**config.mk**
```make
export PLATFORM = sky130hd
export DESIGN_NAME = acc_core
export DESIGN_NICKNAME = d
export VERILOG_FILES = /design/src/rtl/acc_core_pkg.sv /design/src/rtl/acc_regfile.sv /design/src/rtl/acc_core.sv
export SDC_FILE = /design/constraint.sdc
export NUM_CORES = 1
export LEC_CHECK = 0
export CORE_MARGIN = 2
export CORE_UTILIZATION = 45
export DETAILED_ROUTE_END_ITERATION = 10
export PLACE_DENSITY = 0.77
export RECOVER_POWER = 25
export SYNTH_ARGS = -nofsm -noshare
export SYNTH_HDL_FRONTEND = slang
export SYNTH_SLANG_ARGS = --single-unit
```
**constraint.sdc**
```tcl
create_clock -name clk -period 3.3 [get_ports clk]
set_input_delay 0.825 -clock clk [delete_from_list [all_inputs] [get_ports clk]]
set_output_delay 0.825 -clock clk [all_outputs]
set_load 0.05 [all_outputs]
```
**src/rtl/acc_core_pkg.sv**
```systemverilog
// Shared opcode values and FSM state encoding for the acc_core accumulator processor.
package acc_core_pkg;

    localparam logic [2:0] OP_LDI  = 3'd0;
    localparam logic [2:0] OP_MOV  = 3'd1;
    localparam logic [2:0] OP_ADD  = 3'd2;
    localparam logic [2:0] OP_SUB  = 3'd3;
    localparam logic [2:0] OP_LD   = 3'd4;
    localparam logic [2:0] OP_ST   = 3'd5;
    localparam logic [2:0] OP_BEQZ = 3'd6;
    localparam logic [2:0] OP_HALT = 3'd7;

    typedef enum logic [1:0] {
        ST_FETCH = 2'd0,
        ST_EXEC  = 2'd1,
        ST_MEM   = 2'd2,
        ST_HALT  = 2'd3
    } state_t;

endpackage

```
**src/rtl/acc_regfile.sv**
```systemverilog
// General register file: one combinational read port, one synchronous write port, cleared on reset.
module acc_regfile #(
    parameter int DATA_W = 8,
    parameter int NREGS  = 4,
    parameter int RS_W   = 2
) (
    input  logic              clk,
    input  logic              reset,
    input  logic [RS_W-1:0]   raddr,
    output logic [DATA_W-1:0] rdata,
    input  logic              we,
    input  logic [RS_W-1:0]   waddr,
    input  logic [DATA_W-1:0] wdata
);

    logic [DATA_W-1:0] regs [NREGS];

    always_ff @(posedge clk) begin
        if (reset) begin
            for (int i = 0; i < NREGS; i++) begin
                regs[i] <= '0;
            end
        end else if (we) begin
            regs[waddr] <= wdata;
        end
    end

    assign rdata = regs[raddr];

endmodule

```
**src/rtl/acc_core.sv**
```systemverilog
// Multi-cycle accumulator core: FETCH/EXEC/MEM/HALT sequencer, PC, accumulator with carry,
// ALU and a request/ready memory port shared by instruction fetch and data access.
module acc_core
    import acc_core_pkg::*;
#(
    parameter int DATA_W = 8,
    parameter int ADDR_W = 8,
    parameter int NREGS  = 4
) (
    input  logic              clk,
    input  logic              reset,
    output logic              mem_req,
    output logic              mem_we,
    output logic [ADDR_W-1:0] mem_addr,
    output logic [DATA_W-1:0] mem_wdata,
    input  logic [DATA_W-1:0] mem_rdata,
    input  logic              mem_ready,
    output logic              halted,
    output logic [ADDR_W-1:0] pc_out,
    output logic [DATA_W-1:0] acc_out
);

    localparam int IMM_W = DATA_W - 3;
    localparam int RS_W  = (NREGS > 1) ? $clog2(NREGS) : 1;

    state_t            state;
    logic              active;
    logic              carry;
    logic [ADDR_W-1:0] pc;
    logic [DATA_W-1:0] acc;
    logic [DATA_W-1:0] instr;
    logic [DATA_W-1:0] rd;
    logic [DATA_W-1:0] imm_sext;
    logic [DATA_W-1:0] rf_wdata;
    logic              rf_we;
    logic [2:0]        opcode;
    logic [IMM_W-1:0]  imm;
    logic [RS_W-1:0]   rs;
    logic [DATA_W:0]   alu_sum;

    assign opcode   = instr[DATA_W-1 -: 3];
    assign imm      = instr[IMM_W-1:0];
    assign rs       = imm[RS_W-1:0];
    assign imm_sext = {{3{imm[IMM_W-1]}}, imm};

    // SUB is acc + ~r + 1, so the top bit is the no-borrow flag.
    always_comb begin
        if (opcode == OP_SUB) begin
            alu_sum = {1'b0, acc} + {1'b0, ~rd} + (DATA_W+1)'(1);
        end else begin
            alu_sum = {1'b0, acc} + {1'b0, rd};
        end
    end

    // Handshake: a transfer happens in a cycle where mem_req and mem_ready are both high;
    // req/we/addr/wdata derive only from registers and hold until then. ready is ignored
    // while mem_req is low. 'active' keeps the port quiet for the cycle after reset.
    assign mem_req   = active && (state == ST_FETCH || state == ST_MEM);
    assign mem_we    = active && (state == ST_MEM) && (opcode == OP_ST);
    assign mem_addr  = (state == ST_MEM) ? acc[ADDR_W-1:0] : pc;
    assign mem_wdata = rd;

    assign rf_we    = ((state == ST_EXEC) && (opcode == OP_MOV)) ||
                      ((state == ST_MEM) && (opcode == OP_LD) && mem_req && mem_ready);
    assign rf_wdata = (state == ST_MEM) ? mem_rdata : acc;

    acc_regfile #(
        .DATA_W (DATA_W),
        .NREGS  (NREGS),
        .RS_W   (RS_W)
    ) u_regfile (
        .clk   (clk),
        .reset (reset),
        .raddr (rs),
        .rdata (rd),
        .we    (rf_we),
        .waddr (rs),
        .wdata (rf_wdata)
    );

    always_ff @(posedge clk) begin
        if (reset) begin
            state  <= ST_FETCH;
            active <= 1'b0;
            pc     <= '0;
            acc    <= '0;
            carry  <= 1'b0;
            instr  <= '0;
            halted <= 1'b0;
        end else begin
            active <= 1'b1;
            case (state)
                ST_FETCH: begin
                    if (mem_req && mem_ready) begin
                        instr <= mem_rdata;
                        pc    <= pc + ADDR_W'(1);
                        state <= ST_EXEC;
                    end
                end
                ST_EXEC: begin
                    state <= ST_FETCH;
                    case (opcode)
                        OP_LDI:  acc <= imm_sext;
                        OP_MOV:  ;
                        OP_ADD,
                        OP_SUB:  {carry, acc} <= alu_sum;
                        OP_LD,
                        OP_ST:   state <= ST_MEM;
                        // Overrides the pc already advanced during FETCH.
                        OP_BEQZ: if (acc == '0) pc <= rd[ADDR_W-1:0];
                        OP_HALT: begin
                            state  <= ST_HALT;
                            halted <= 1'b1;
                        end
                    endcase
                end
                ST_MEM: begin
                    if (mem_req && mem_ready) begin
                        state <= ST_FETCH;
                    end
                end
                ST_HALT: ;
            endcase
        end
    end

    assign pc_out  = pc;
    assign acc_out = acc;

endmodule
```
======== Word-level counts from Yosys, hierarchy flattened ========
Memories as Yosys holds them, arrays and structs flattened. A register that Yosys moved wholly into a read port is not among the register bits.
Cells that the tools add are included.
operators by class
  add/subtract/negate cells ............... 4
  eq/ne operators ......................... 13
  multiplexer cells ....................... 23
  bitwise operators ....................... 1
  reductions and logical operators ........ 24
operator list
  cell                                           number
  2-to-1 mux 8 bit                               7
  case mux 8 bit (2 select lines)                2
  adder 8 x 1 -> 8 bit, second input constant    2
  adder 8 bit                                    2
  == test 3 bit, second input constant           4
  2-to-1 mux 2 bit                               5
  logical AND 1 bit                              8
  logical NOT 8 bit                              1
  != test 2 x 1 -> 1 bit, second input constant  4
  NOT 8 bit                                      1
  OR reduction 8 bit                             1
  2-to-1 mux 1 bit                               7
  == test 3 x 2 -> 1 bit, second input constant  2
  case mux 2 bit (3 select lines)                1
  AND reduction 2 bit                            3
  case mux 2 bit (2 select lines)                1
  AND reduction 4 bit                            1
  nonzero test 2 bit                             2
  OR reduction 2 bit                             2
  == test 3 x 1 -> 1 bit, second input constant  1
  logical NOT 3 bit                              1
  AND reduction 3 bit                            1
  nonzero test 3 bit                             1
  == test 2 x 1 -> 1 bit, second input constant  1
  3 further kinds                                4
word-level totals
  register bits after elaboration ......... 28
  bits in writable memories ............... 32
  bits of input ports ..................... 11
  output and inout port bits .............. 35
  word-level logic and storage cells ...... 72
  memories kept ........................... 1
memories
  name            words  bits a word  rd ports  clocked after Yosys merged registers in  wr ports  line               text
  u_regfile.regs  4      8            1         1                                        4         acc_regfile.sv:16  logic [DATA_W-1:0] regs [NREGS];

======== Logic depth before layout (Yosys ltp) ========
Gate-level depths: netlist of run 1.
  depth in word-level cells ............... 11
  mapped depth ............................ 10
  mapped depth without buffers ............ 9

======== Cells and area by module ========
From an unflattened synthesis of run 1, not the netlist that was laid out.
unflattened totals
  cell total of the unflattened synthesis .. 380
  area, all modules ....................... 3,727.3 µm²
by module, submodules not included
  module       times used  cells each  area each (µm²)  sequential area each (µm²)
  acc_core     1           296         2,252.2          560.5
  acc_regfile  1           84          1,475.2          960.9

======== Least setup slack after synthesis of run 1 ========
OpenSTA, ideal clock, no wires.
  kind .................................... register to output
  start point ............................. reg state[0]
  end point ............................... out mem_addr[5]
  arrival ................................. 1,973 ps
  data required time ...................... 2,475 ps
  slack ................................... 502 ps
  cell stages (with the launch flop) ...... 5
  path buffers ............................ 1
  path through ............................ dfxtp_1 > inv_1 > ha_1 > buf_1 > o21ai_0
between the ends
  longest elaborated chain between the ends .. 2
RTL lines
  item                    line             text
  from (decl)             acc_core.sv:26   state_t state;
  from (signal assigned)  acc_core.sv:83   state <= ST_FETCH;
  from (signal assigned)  acc_core.sv:97   state <= ST_EXEC;
  from (signal assigned)  acc_core.sv:101  state <= ST_FETCH;
  == test 2 bit           acc_core.sv:60   assign mem_addr = (state == ST_MEM) ? acc[ADDR_W-1:0] : pc;
  2-to-1 mux 8 bit        acc_core.sv:60
  to (decl)               acc_core.sv:14   output logic [ADDR_W-1:0] mem_addr,
Every way passes these cells.

==> results of run 1 <==
-- flip-flops by register name (all words and copies together) (netlist names), named ones only --
register and cells:
state 2, active 1, instr 8, halted 1, pc_out 8, acc_out 8
u_regfile.regs 32
-- cell type report --
type                            instances  area (sq um)
Inverter                               20         75.07
Tap cell                              102         127.6
Clock buffer                           11         131.4
Timing Repair Buffer                   56         493.0
Clock inverter                          5         60.06
Multi-Input combinational cell        281          1928
Fill cell                             714          3430
Sequential cell                        62          1563
-- layer usage --
layer / wire length (um) / GRT usage [%] / vias to the layer above
met1: 3803 / 29.75 / 1501
met2: 4643 / 38.04 / 139
met3: 747 / 5.297 / 25
met4: 230 / 8.575 / 0
li1: - / - / 1480
met5: 0 / 0 / -
-- power breakdown --
part           total (mW)  internal (mW)  switching, mW
clock network       0.648          0.350          0.298
registers           0.884          0.840         0.0446
logic               0.374          0.134          0.241
total                1.91           1.32          0.583
-- worst register-to-register path, delay by kind of cell (launching register included) --
kind | cells | cell delay, ps
DFF | 1 | 340
AOI/OAI and AO/OA | 2 | 800
adders and majority gates | 1 | 160
buffers and inverters | 2 | 750
and+or+nand+nor | 3 | 670
-- logic make-up after synthesis --
logic type / count (synthesis) / synth area share [%]
AO/OA/AOI/OAI: 92 / 15.91
XOR/XNOR: 4 / 0.9558
adder cells (fa/ha/maj): 21 / 7.577
buffers and inverters: 41 / 4.676
flip-flops: 62 / 42.59
multiplexers: 26 / 10.10
AND/OR/NAND/NOR: 138 / 18.19
-- cell usage in the layout (no fill, tap or decap), drive strengths merged, types with 3 or more instances in the layout --
cell type	netlist	layout
xnor2	3	3
and3	3	3
clkbuf	13	15
o211ai	5	5
nor3	5	5
clkdlybuf4s50	0	32
a31oi	3	3
o21a	3	3
a21oi	33	33
mux2i	10	10
nand4	4	4
buf	8	17
or3	4	4
dfxtp	30	30
mux4	8	8
clkinv	0	3
nand3	11	11
ha	19	19
o21ai	20	20
o221ai	3	3
o31ai	4	4
a21o	3	3
nor2b	8	8
nand2b	4	4
inv	20	20
mux2	8	8
nor2	51	51
edfxtp	32	32
dlygate4sd3	0	3
nand2	37	37
-- path summary, 6_finish.rpt --
check | endpoint | slack (ps) | depth (start not counted)
setup / recovery | mem_wdata[5] | 250 | 2
hold / removal | halted | 440 | 2
setup reg to reg | acc_out[7] | 520 | 8
hold reg to reg | halted | 440 | 2
==> qor.csv, run 1 <==
stage,metric,value,unit
clocking,clkTransAtPathRegs,70,ps
floorplan,die_area,8885,sq um
yosys,synth_edf_count,32,
worst_hold_path,holdCritStartpoint,halted,
clocking,clock_path_buffers,2,
placed_design,hpwl,7039,um
drt,vias_per_cell,5.857,
critical_path,cp_cell_sequence,"mux4_2, clkdlybuf4s50_1",
clocking,numCtsBuffers,9,
yosys,synth.most_common_cell,nor2_1,
critical_path,slowest_delay,740,ps
yosys,synth_top_cell_by_area,edfxtp_1,
drt,postRouteAntennaNets,0,
flow_run,maxCapViolCount,0,
status,status,finished clean,
layout,final_area,4378,sq um
critical_path,path_max_fanout,8,
pwr,p_per_area,435.6,nW/um^2
floorplan,die_h,94.26,um
sta,max_freq,0.3284,GHz
critical_path,cp.required,2470,ps
pwr,ir_drop,0.2639,mV
critical_path,crit_family,buffers and inverters,
critical_path,arrival,2220,ps
placed_design,io_buffers,45,
yosys,synth.yosys.warnings,0,
critical_path,crit_slowest_cell,clkdlybuf4s50_1,
clocking,htree_num_levels,3,
layout,syn_to_final_growth,19.42,%
global_routing,grt_pass1_vias,3017,
critical_path,critPathCaptureType,output port,
critical_path,worst_setup_path_start_kind,flop,
clocking,clock_latency,340,ps
yosys,ys.flop_type,edfxtp_1,
clocking,cts_tree,done,
sta,slew_violations,0,
layout,num-nets-final,462,
yosys,syn-cell-area,3666,sq um
yosys,async_reset_ff_share,0,%
placed_design,gp_congestion,0.9240,
sta,min_period,3045,ps
clocking,hold_buffers,0,
floorplan,core,7807,sq um
layout,antennaDiodeCount,0,
sta,finalSetupViolCount,0,
drt,drtPass1Iterations,4,
yosys,synth.top_cell.area_share,26.21,%
critical_path,critPathKind,reg -> out,
drt,drc,0,
worst_hold_path,min_path_type,reg -> reg,
critical_path,r2r-start,state[1],
global_routing,grt_remaining_overflow,0,
sta,worstMarginPinSlew,886.6,ps
global_routing,antenna_found_initial,0,
sta,finalClockSkew,12.54,ps
sta,slew_headroom,40.89,%
sta,hold_violations,0,
layout,layout-drive-gt1-share,12.87,%
pwr,p_leak,1.570,nW
pwr,p_total,1.907,mW
floorplan,io-pin-count,46,
drt,wl_per_cell,17.55,um
placed_design,dpl_cell_area,4205,sq um
floorplan,fp.dieW,94.26,um
yosys,synth_common_cells,"nor2_1 (43), nand2_1 (37), a21oi_1 (33), edfxtp_1 (32), dfxtp_1 (30)",
clocking,clock_sinks,62,
yosys,synthesis.nets,416,
floorplan,fp-row-count,32,
drt,drt_wl_total,9425,um
yosys,syn_inst,384,
layout,instances_no_fill,537,
yosys,synth_area_leaders,"edfxtp_1 (26%), dfxtp_1 (16%), ha_1 (6.5%)",
placed_design,pre_cts_ws,142.8,ps
layout,fin_util,56.07,%
sta,timing.final.ws_setup,254.5,ps
critical_path,critPathBufInv,1,
drt,routed-via-count,3145,
yosys,yosysSeqAreaShare,42.59,%
yosys,ys_types,52,
clocking,cts_root_buffer,clkbuf_8,
yosys,ys_seq_elements,62,
global_routing,grt_start_max_net_pins,24,
clocking,post_cts_buffers,0,
yosys,postSynthAreaPerCell,9.547,sq um
sta,fin_crit_sh,92.29,%
global_routing,grt_pass1_wl,15390,um
clocking,cts_resized,0,
sta,timing.setup.tns,0,ps
global_routing,grt_usage,23.13,%
sta,hold_slack,441.5,ps
drt,drt_iter0_markers,240,
placed_design,dpl.cell_count,521,
floorplan,start_util,46.96,%
sta,rsz0062_at_grt,false,
No activity file was read; power rests on OpenSTA's default activity.
==> inputs of run 2 (changes only) <==
Settings changed: CORE_UTILIZATION 45 to 56, PLACE_DENSITY 0.77 to 0.9.
==> qor.csv, run 2 (synthesis results as in run 1) <==
stage,metric,value,unit,change
pwr,p_per_area,441.4,nW/um^2,+1.3%
floorplan,core,6350,sq um,-19%
global_routing,grt_remaining_overflow,0,,unchanged
sta,finalClockSkew,8.881,ps,-3.662 ps
flow_run,maxCapViolCount,0,,unchanged
layout,largest_reg_flops,32,,unchanged
sta,max_freq,0.3101,GHz,-5.5%
floorplan,fp.dieW,84.91,um,-9.9%
clocking,clock_latency,350,ps,about the same
placed_design,gp_congestion,0.9007,,-2.5%
layout,syn_to_final_growth,18.67,%,
layout,fill_cells,492,,-31%
sta,slew_headroom,26.59,%,-14 points
floorplan,fp-row-count,29,,-9.4%
placed_design,io_buffers,45,,unchanged
floorplan,start_util,57.73,%,+11 points
layout,mostFrequentLayoutCells,"nor2_1 (43), nand2_1 (37), clkdlybuf4s50_1 (34)",,
critical_path,critPathCaptureType,output port,,
worst_hold_path,whs_path_depth,2,,unchanged
worst_hold_path,min_path_type,reg -> reg,,
sta,fin_crit_sh,97.71,%,+5.4 points
pwr,ir_drop,0.4802,mV,+82%
global_routing,grt_pass1_vias,3005,,-0.40%
sta,timing.setup.tns,0,ps,unchanged
drt,drtPass1Iterations,5,,+1
pwr,p_leak,1.566,nW,-0.26%
drt,routed-via-count,3183,,+1.2%
sta,min_period,3224,ps,+178.9 ps
drt,drc,0,,unchanged
sta,hold_violations,0,,unchanged
sta,finalSetupViolCount,0,,unchanged
global_routing,grt_pass1_wl,14780,um,-4.0%
clocking,hold_buffers,0,,unchanged
status,status,finished clean,,
sta,slew_violations,0,,unchanged
clocking,post_cts_buffers,0,,unchanged
drt,vias_per_cell,6.229,,+6.4%
sta,worstMarginPinSlew,1101,ps,+214.5 ps
layout,regMostFlops,u_regfile.regs,,
clocking,cts_root_buffer,clkbuf_8,,
drt,drt_iter0_markers,429,,+79%
critical_path,critPathKind,reg -> out,,
drt,drt_wl_total,9366,um,-0.63%
clocking,cts_tree,done,,
drt,wl_per_cell,18.33,um,+4.4%
sta,rsz0062_at_grt,false,,
clocking,cts_resized,0,,unchanged
layout,antennaDiodeCount,0,,unchanged
placed_design,dpl.cell_count,495,,-5.0%
layout,instances_no_fill,511,,-4.8%
critical_path,cp.required,2470,ps,about the same
clocking,htree_num_levels,3,,unchanged
layout,layout-drive-gt1-share,13.36,%,+0.49 points
floorplan,die_area,7210,sq um,-19%
global_routing,grt_usage,26.50,%,+3.4 points
critical_path,path_max_fanout,8,,unchanged
global_routing,grt_start_max_net_pins,24,,unchanged
global_routing,antenna_found_initial,0,,unchanged
floorplan,die_h,84.91,um,-9.9%
clocking,clock_path_buffers,2,,unchanged
critical_path,arrival,2400,ps,+180 ps
critical_path,worst_setup_path_start_kind,flop,,
clocking,numCtsBuffers,9,,unchanged
layout,final_common_cell,nor2_1,,
clocking,clock_sinks,62,,unchanged
drt,postRouteAntennaNets,0,,unchanged
layout,num-nets-final,461,,-0.22%
floorplan,io-pin-count,46,,unchanged
critical_path,ff2ff_path_depth,8,,unchanged
placed_design,hpwl,6918,um,-1.7%
clocking,clkTransAtPathRegs,70,ps,about the same
run 2: report_power, final:
| part | internal, mW | leakage, nW | switching, mW | total [mW] |
|---|---|---|---|---|
| clock network | 0.349 | 0.0914 | 0.314 | 0.663 |
| registers | 0.839 | 0.574 | 0.0449 | 0.884 |
| logic | 0.134 | 0.900 | 0.239 | 0.373 |
| total | 1.32 | 1.57 | 0.598 | 1.92 |
run 2: critical path: stages (launching register included):
cell and delay (ps):
dfxtp_1 640, mux4_2 680, clkdlybuf4s50_1 740
run 2: cell type report:
type                            count  area, sq um  share of cell area (%)
Timing Repair Buffer               55        490.5                   11.27
Sequential cell                    62         1562                   35.89
Tap cell                           77        96.34                   2.215
Multi-Input combinational cell    281         1928                   44.32
Clock inverter                      7        75.07                   1.726
Inverter                           20        75.07                   1.726
Clock buffer                        9        123.9                   2.847
run 2: per-layer routing:
metal | track usage (%) | wire (um)
met2 | 45.17 | 4656
met5 | 0 | 0
met1 | 33.06 | 3741
met3 | 5.837 | 675
met4 | 10.10 | 293
run 2: metrics by stage:
step | total power [mW] | area [sq um] | setup slack [ps] | util (%) | hold WS (ps)
2_1_floorplan | 1.146 | 3666 | 502.1 | - | 436.6
3_3_place_gp | 1.260 | 4167 | 187.5 | 65.62 | 435.6
3_5_place_dp | 1.268 | 4167 | 147.1 | 65.62 | 447.8
4_1_cts | 1.924 | 4365 | 47.38 | 68.75 | 457.9
5_1_grt | 1.982 | 4350 | 9.241 | 68.51 | 488.7
6_report | 1.920 | 4350 | 75.63 | 68.51 | 454.6
run 2: worst paths after layout:
kind,from,to,slack [ps]
max,flop,mem_wdata[5],80
min,halted,halted,450
max reg2reg,flop,acc_out[5],380
min reg2reg,halted,halted,450
==> inputs of run 3 (changes only) <==
==> constraint.sdc (replaced) <==
create_clock -name clk -period 3.3 [get_ports clk]
set_input_delay 0.495 -clock clk [delete_from_list [all_inputs] [get_ports clk]]
set_output_delay 0.495 -clock clk [all_outputs]
set_load 0.05 [all_outputs]
==> qor.csv, run 3 (synthesis results as in run 1) <==
stage,metric,value,unit,change
sta,timing.final.ws_setup,375.3,ps,+299.7 ps
sta,hold_violations,0,,unchanged
layout,largest_reg_flops,32,,unchanged
global_routing,grt_remaining_overflow,0,,unchanged
clocking,clock_latency,350,ps,about the same
clocking,htree_num_levels,3,,unchanged
worst_hold_path,min_path_type,reg -> reg,,
global_routing,grt_pass1_vias,2963,,-1.4%
placed_design,pre_cts_ws,342.1,ps,+194.9 ps
clocking,cts_root_buffer,clkbuf_8,,
placed_design,io_buffers,45,,unchanged
floorplan,fp-row-count,29,,unchanged
critical_path,cp.required,3330,ps,+860 ps
drt,drt_iter0_markers,402,,-6.3%
flow_run,maxCapViolCount,0,,unchanged
pwr,p_leak,1.555,nW,-0.70%
clocking,numCtsBuffers,9,,unchanged
critical_path,worst_setup_path_start_kind,primary input,,
clocking,cts_resized,0,,unchanged
layout,syn_to_final_growth,19.18,%,
layout,final_common_cell,nor2_1,,
drt,postRouteAntennaNets,0,,unchanged
sta,finalClockSkew,16.43,ps,+7.552 ps
critical_path,arrival,2950,ps,+550 ps
clocking,post_cts_buffers,0,,unchanged
pwr,p_per_area,452.9,nW/um^2,+2.6%
layout,regMostFlops,u_regfile.regs,,
global_routing,antenna_found_initial,0,,unchanged
drt,wl_per_cell,18.60,um,+1.5%
sta,fin_crit_sh,88.63,%,-9.1 points
clocking,clkTransAtPathRegs,60,ps,about the same
floorplan,core,6350,sq um,unchanged
critical_path,path_max_fanout,23,,+15
critical_path,crit_family,buffers and inverters,,
sta,slew_headroom,27.71,%,+1.1 points
pwr,p_total,1.979,mW,+3.0%
pwr,ir_drop,0.4323,mV,-10%
pwr,power_switching,0.5819,mW,-2.7%
pwr,internal-power,1.397,mW,+5.6%
drt,drtPass1Iterations,6,,+1
sta,max_freq,0.3419,GHz,+10%
status,status,finished clean,,
clocking,clock_sinks,62,,unchanged
clocking,clock_path_buffers,2,,unchanged
global_routing,grt_usage,27.34,%,+0.84 points
sta,timing.setup.tns,0,ps,unchanged
drt,drc,0,,unchanged
layout,antennaDiodeCount,0,,unchanged
critical_path,cp_cell_sequence,"dlygate4sd3_1, clkbuf_1, inv_1, o31ai_1, clkbuf_2",,
critical_path,critPathCaptureType,flop,,
critical_path,critPathKind,in -> reg,,
drt,vias_per_cell,6.306,,+1.2%
layout,mostFrequentLayoutCells,"nor2_1 (43), clkdlybuf4s50_1 (42), nand2_1 (37)",,
critical_path,slowest_delay,820,ps,+80 ps
layout,fin_util,68.81,%,+0.30 points
critical_path,crit_slowest_cell,clkbuf_1,,
pwr,power_frac_seq,44.7,%,-1.4 points
sta,min_period,2925,ps,-299.7 ps
critical_path,critPathBufInv,4,,+3
floorplan,io-pin-count,46,,unchanged
placed_design,gp_congestion,0.9150,,+1.6%
floorplan,start_util,57.73,%,unchanged
floorplan,die_area,7210,sq um,unchanged
sta,rsz0062_at_grt,false,,
layout,num-nets-final,459,,-0.43%
global_routing,grt_start_max_net_pins,24,,unchanged
drt,drt_wl_total,9467,um,+1.1%
pwr,power_frac_comb,19.1,%,-0.3 points
global_routing,grt_pass1_wl,14980,um,+1.4%
clocking,cts_tree,done,,
clocking,hold_buffers,0,,unchanged
placed_design,hpwl,6859,um,-0.84%
sta,worstMarginPinSlew,1084,ps,-16.74 ps
drt,routed-via-count,3210,,+0.85%
sta,finalSetupViolCount,0,,unchanged
floorplan,die_h,84.91,um,unchanged
pwr,switching_share,29.41,%,-1.7 points
layout,layout-drive-gt1-share,10.42,%,-2.9 points
floorplan,fp.dieW,84.91,um,unchanged
pwr,power_frac_clock,36.2,%,+1.7 points
sta,slew_violations,0,,unchanged
## run 3: cell types whose count changed in the layout (fill, tap and decap cells not counted), moves of 2 or more
cell	delta
buf_4	-13
clkdlybuf4s50_1	+8
clkinvlp_4	-3
clkbuf_1	+3
clkinv_4	-2
dlygate4sd3_1	+2
clkinv_2	+2
## run 3: final timing paths
| kind | startpoint | endpoint | slack (ps) | cells past startpoint |
|---|---|---|---|---|
| max | reset | u_regfile.regs[3][0] | 380 | 5 |
| min | halted | halted | 450 | 2 |
| max reg2reg | flop | acc_out[7] | 480 | 8 |
| min reg2reg | halted | halted | 450 | 2 |
## run 3: worst register-to-register path, delay by kind of cell (launching register included)
kind,cells,cell delay [ps]
compound gates,3,750
fa+ha+maj,1,270
buf+inv,1,180
flops,1,630
mux,1,650
simple gates,2,220
## run 3: layer usage
metal  routed length, um  GRT usage (%)  part of all wire, %
met5                   0              0                    0
met4                 340          13.85                  3.6
met3                 690          4.961                  7.3
met2                4561          44.38                   48
met1                3875          35.26                   41
## run 3: stage by stage
stage | instance area, sq um | hold slack, ps | instances
global route | 4369 | 467.8 | 509
CTS | 4383 | 456.1 | 509
finish | 4369 | 452.5 | 509
detailed placement | 4177 | 450.3 | 493
floorplan | 3666 | 436.6 | 384
global placement | 4177 | 437.5 | 493
## run 3: final cells by class
| class | count | area (sq um) |
|---|---|---|
| well taps | 77 | 96.34 |
| fillers | 457 | 1981 |
| clock inverters | 5 | 75.07 |
| repair buffers | 53 | 496.7 |
| clock buffers | 11 | 131.4 |
| multi-input cells | 281 | 1933 |
| inverters | 20 | 75.07 |
| flip-flops and latches | 62 | 1562 |
## run 3: power groups by stage
stage	Combinational [mW]	Clock (mW)	Sequential, mW
after floorplan	0.232	0	0.914
after CTS	0.375	0.719	0.883
after detailed placement	0.371	0	0.899
final	0.378	0.716	0.885
after global placement	0.365	0	0.897
after global routing	0.406	0.754	0.888
